$ cat config.mk
export PLATFORM = sky130hd
export DESIGN_NAME = spi_xfer_ctrl
export DESIGN_NICKNAME = d
export VERILOG_FILES = /design/src/rtl/spi_xfer_ctrl.sv
export SDC_FILE = /design/constraint.sdc
export NUM_CORES = 1
export LEC_CHECK = 0
export BUFFER_PORTS_ARGS = -buffer_cell sky130_fd_sc_hd__buf_2
export CORE_ASPECT_RATIO = 1.4
export CORE_UTILIZATION = 55
export CTS_BUF_LIST = sky130_fd_sc_hd__clkbuf_8
export DETAILED_ROUTE_END_ITERATION = 10
export PLACE_DENSITY_LB_ADDON = 0.3
export SYNTH_ARGS = -nofsm -noshare
export SYNTH_HDL_FRONTEND = slang
export SYNTH_SLANG_ARGS = --single-unit
$ cat constraint.sdc
create_clock -name PCLK -period 3 [get_ports PCLK]
set_input_delay 0.15 -clock PCLK [delete_from_list [all_inputs] [get_ports PCLK]]
set_output_delay 0.15 -clock PCLK [all_outputs]
set_load 0.05 [all_outputs]
$ cat src/rtl/spi_xfer_ctrl.sv
// spi_xfer_ctrl: SPI master frame sequencer with ss_n setup/hold, SCLK half-period strobes and frame-done pulse.
// Optional back-to-back framing without ss_n gap when SPI_CONT_XFER_EN is defined.
module spi_xfer_ctrl #(
   parameter int DATA_WIDTH = 8,
   parameter int BAUD_W     = 12,
   parameter int NUM_SS     = 4,
   parameter int SS_SETUP   = 1,
   parameter int SS_HOLD    = 1,
   localparam int SW = (NUM_SS > 1) ? $clog2(NUM_SS) : 1,
   localparam int BW = $clog2(DATA_WIDTH) + 1
) (
   input  logic              PCLK,
   input  logic              PRESETn,
   input  logic              send_data,
   input  logic [1:0]        spi_mode,
   input  logic              spiswai,
   input  logic              mstr,
   input  logic [BAUD_W-1:0] BaudRateDivisor,
   input  logic [SW-1:0]     cs_sel,
   output logic [NUM_SS-1:0] ss_n,
   output logic              tip,
   output logic              receive_data,
   output logic              sclk_lead,
   output logic              sclk_trail,
   output logic [BW-1:0]     bit_cnt
);
   typedef enum logic [1:0] {IDLE, SETUP, XFER, HOLD} state_t;
   state_t            state;
   logic [BAUD_W-1:0] div, div_cnt, div_in, nd;
   logic [3:0]        cnt;
   logic              odd, no, half_end, end_nxt, mode_valid, start, last;
   logic [NUM_SS-1:0] sel_n;
`ifdef SPI_CONT_XFER_EN
   logic              pend;
`endif
   always_comb begin
      mode_valid = mstr & (spi_mode == 2'b00 | (spi_mode == 2'b01 & ~spiswai));
      start      = send_data & mode_valid;
      div_in     = (BaudRateDivisor == '0) ? BAUD_W'(1) : BaudRateDivisor;
      sel_n      = '1;
      for (int i = 0; i < NUM_SS; i++)
         if (32'(cs_sel) == i) sel_n[i] = 1'b0;
      if (&sel_n) sel_n[0] = 1'b0;
      half_end   = div_cnt == div - 1'b1;
      nd         = half_end ? '0 : div_cnt + 1'b1;
      no         = odd ^ half_end;
      end_nxt    = nd == div - 1'b1;
      last       = sclk_trail & (bit_cnt == BW'(DATA_WIDTH));
   end
   // strobes are registered one cycle ahead so they coincide with the half-period's final cycle
   always_ff @(posedge PCLK) begin
      if (!PRESETn) begin
         state        <= IDLE;
         div          <= '0;
         div_cnt      <= '0;
         cnt          <= '0;
         odd          <= 1'b0;
         ss_n         <= '1;
         tip          <= 1'b0;
         receive_data <= 1'b0;
         sclk_lead    <= 1'b0;
         sclk_trail   <= 1'b0;
         bit_cnt      <= '0;
`ifdef SPI_CONT_XFER_EN
         pend         <= 1'b0;
`endif
      end else begin
         receive_data <= 1'b0;
         sclk_lead    <= 1'b0;
         sclk_trail   <= 1'b0;
         if (state != IDLE && !mode_valid) begin
            state   <= IDLE;
            ss_n    <= '1;
            tip     <= 1'b0;
            bit_cnt <= '0;
            div_cnt <= '0;
            cnt     <= '0;
            odd     <= 1'b0;
`ifdef SPI_CONT_XFER_EN
            pend    <= 1'b0;
`endif
         end else begin
            case (state)
               IDLE: if (start) begin
                  div     <= div_in;
                  ss_n    <= sel_n;
                  tip     <= 1'b1;
                  bit_cnt <= '0;
                  cnt     <= '0;
                  div_cnt <= '0;
                  odd     <= 1'b0;
                  if (SS_SETUP == 0) begin
                     state     <= XFER;
                     sclk_lead <= div_in == BAUD_W'(1);
                  end else state <= SETUP;
               end
               SETUP: if (cnt == 4'(SS_SETUP - 1)) begin
                  state     <= XFER;
                  sclk_lead <= div == BAUD_W'(1);
               end else cnt <= cnt + 1'b1;
               XFER: if (last) begin
                  receive_data <= 1'b1;
                  cnt          <= '0;
                  div_cnt      <= '0;
                  odd          <= 1'b0;
                  if (SS_HOLD != 0) begin
                     state <= HOLD;
`ifdef SPI_CONT_XFER_EN
                     pend  <= start;
`endif
                  end
`ifdef SPI_CONT_XFER_EN
                  else if (start) begin
                     div       <= div_in;
                     ss_n      <= sel_n;
                     bit_cnt   <= '0;
                     sclk_lead <= div_in == BAUD_W'(1);
                  end
`endif
                  else begin
                     state <= IDLE;
                     ss_n  <= '1;
                     tip   <= 1'b0;
                  end
               end else begin
                  div_cnt    <= nd;
                  odd        <= no;
                  sclk_lead  <= end_nxt & ~no;
                  sclk_trail <= end_nxt & no;
                  if (end_nxt & no) bit_cnt <= bit_cnt + 1'b1;
               end
               HOLD: if (cnt == 4'(SS_HOLD - 1)) begin
`ifdef SPI_CONT_XFER_EN
                  if (pend | start) begin
                     state     <= XFER;
                     div       <= div_in;
                     ss_n      <= sel_n;
                     bit_cnt   <= '0;
                     pend      <= 1'b0;
                     sclk_lead <= div_in == BAUD_W'(1);
                  end else begin
                     state <= IDLE;
                     ss_n  <= '1;
                     tip   <= 1'b0;
                  end
`else
                  state <= IDLE;
                  ss_n  <= '1;
                  tip   <= 1'b0;
`endif
               end else begin
                  cnt  <= cnt + 1'b1;
`ifdef SPI_CONT_XFER_EN
                  pend <= pend | start;
`endif
               end
               default: state <= IDLE;
            endcase
         end
      end
   end
endmodule

==> flow_summary.toml <==
[clocking]
clockRootBuffer = "clkbuf_8"
clk_latency_ns = 0.31
cts_max_level = 2
clkTransAtPathRegs_ns = 0.09
cts_tree = "built"
cts_buffers = 5
numClockSinks = 43
clock_path_buffers = 2

[outcome]
failed_checks = "negative setup slack"
outcome = "finished, violations left"

[route]
drt_iter0_drc = 211
route.met3.wl_um = 447
vias = 3398
wire_per_inst_um = 17.9
drc = 0
drtAntennaViolNets = 0
wl_met2_um = 5130
dr.pass1.iters = 5
m1WireLength_um = 3600
avgViaCountPerCell = 6.29
top_layer = "met4"
finalWirelength_um = 9690

[worst_setup_path]
required_ns = 3.20
timing.critical_path.from_type = "flip-flop"
cp_max_fo = 5
critPathKind = "reg2reg"
end_kind = "flip-flop"
cp.arrival_ns = 3.33

[sta]
worst_pin_slew_ns = 0.720
report.final.slew_viol_count = 0
hold_viol_final = 0
min_period_ns = 3.13
finalSetupTns_ns = -0.544
relSlewSlack = 0.517
finalSetupViolations = 8
clock.fmax_mhz = 319
setup_ws_ns = -0.135
clock_skew_ns = 0.00891
fin_crit_sh = 1.04
rsz0062_at_grt = "yes"

[global_routing]
grt_pass1_vias = 3304
overflow = 0
track_usage = 0.327
antenna_found_initial = 0
grt_pass1_wl_um = 15100
grt_max_degree = 18

[synth]
yosysUniqueCellTypes = 56
syn-num-nets = 434
async_flop_share = 0
yosys.area.top_type_share = 0.277
ys_ff_latch = 43
netlist_top_cells_area = "dfxtp_1 28%, xnor2_1 5.6%, nand2_1 5.3%, ha_1 4.4%, nor2_1 4.3%"
synth_edf_count = 0
synth-xor-area-share = 0.108
synth-seq-area-share = 0.277
syn_inst = 402
synthAdderAreaFrac = 0.0442
synth_top_flop_cell = "dfxtp_1"
avgSynthCellArea_um2 = 7.74
synth_top_family_by_area = "simple AND/OR/NAND/NOR gates"
synth_warnings = 0
synthMuxAreaShare = 0.0229
synth_compound_area_frac = 0.200
synthSimpleGateAreaFrac = 0.296
synth_largest_area_cell = "dfxtp_1"
syn_area_um2 = 3110

[power_and_ir_drop]
ir_worst_vdd_mv = 0.369
power.total_mw = 1.85
leakage_nw = 1.67
p_per_area_nw_per_um2 = 457

[floorplan]
io-pin-count = 33
placementRows = 32
dieArea_um2 = 5960
fp.dieH_um = 91.0
die_w_um = 65.6
start_util = 0.567
coreArea_um2 = 5490

[flow_run]
cap_violations = 0

[place]
dp_hpwl_um = 6550
place_ws_ns = -0.123
place_area_um2 = 3600
gp_congestion = 0.968
port_buffers = 32
dp.cells = 522

[finish]
n_fill_cell = 388
area_delta_synth_final_pct = 30.1
stdcell_area_um2 = 4050
final_common_cell = "buf_4"
final_cell_mix = "52 x buf_4, 42 x nand2_1, 41 x dfxtp_1, 36 x nor2_1, 32 x buf_2"
layout-drive-gt1-share = 0.299
nets = 503
antenna-diode-count = 0
final_cell_count_no_fill = 540

[min_path]
hp-class = "in2reg"
==> cell families after synthesis <==
group           Yosys count
simple gates            172
compound gates           93
flops                    43
buf+inv                  40
xor+xnor                 36
fa+ha+maj                11
mux                       7
==> per-stage QoR <==
stage	utilization	hold WS (ns)
finish	0.738	0.0926
global route	0.738	0.104
CTS	0.710	0.0967
detailed placement	0.656	0.413
global placement	0.656	0.413
floorplan	-	0.274
==> worst paths after layout <==
check        slack [ns]               start    endpoint  depth (start not counted)
max               -0.13              div[0]  div_cnt[7]                         12
min                0.09  BaudRateDivisor[2]      div[2]                          3
max reg2reg       -0.13              div[0]  div_cnt[7]                         12
min reg2reg        0.50                 tip         tip                          2
==> repair_timing <==
action	4_1_cts	5_1_grt
endpoints found under the hold margin	0	0
setup endpoints to repair	6	19
buffers inserted	5	6
pin swaps	19	12
hold buffers	0	0
gates resized for setup	28	22
==> worst max-delay path, stage by stage, from the launching register on <==
cell	delay, ns
dfxtp_4	0.36
or4_4	0.59
o22ai_1	0.20
nand4_1	0.17
or4_4	0.65
nor3_4	0.18
buf_4	0.15
buf_4	0.12
nor3_4	0.05
buf_4	0.16
a21o_1	0.15
a21oi_1	0.17
nor2_1	0.07
==> report_power, final <==
part | leakage [nW] | switching (mW) | internal (mW) | total (mW)
sequential | 0.349 | 0.0214 | 0.592 | 0.614
clock | 0.0453 | 0.218 | 0.160 | 0.378
combinational | 1.28 | 0.506 | 0.350 | 0.856
total | 1.67 | 0.746 | 1.10 | 1.85
==> final cells by class <==
class / instances / area (um2) / share of cell area
Clock inverter: 3 / 16.3 / 0.00402
Tap cell: 68 / 85.1 / 0.0210
Sequential cell: 43 / 866 / 0.214
Clock buffer: 5 / 68.8 / 0.0170
Multi-Input combinational cell: 319 / 2370 / 0.586
Timing Repair Buffer: 87 / 584 / 0.144
Inverter: 15 / 56.3 / 0.0139
==> per-layer routing <==
metal / track usage / up-vias
met1: 0.344 / 1599
li1: - / 1590
met5: 0 / -
met3: 0.0465 / 65
met4: 0.185 / 0
met2: 0.595 / 144
==> registers in the layout (all words and copies together) (netlist names) <==
register / cells
odd: 1
div_cnt: 12
bit_cnt: 4
cnt: 4
receive_data: 1
state: 2
sclk_lead: 1
ss_n: 4
div: 12
tip: 1
sclk_trail: 1
==> synthesized netlist by cell type, types with 4 or more instances <==
library cell,n
nand4_1,9
o31ai_1,5
xor2_1,14
nand2b_1,5
nand3_1,18
o22ai_1,5
nor3_1,10
a21boi_0,12
or3_1,4
inv_1,15
nor2_1,36
nand2_1,44
nor2b_1,5
clkbuf_1,21
ha_1,11
a22oi_1,6
mux2i_1,6
nor4_1,9
a21oi_1,20
or4_1,9
o21ai_0,15
o211ai_1,6
a211oi_1,5
dfxtp_1,43
xnor2_1,20
Power figures use the tool's default switching activity.
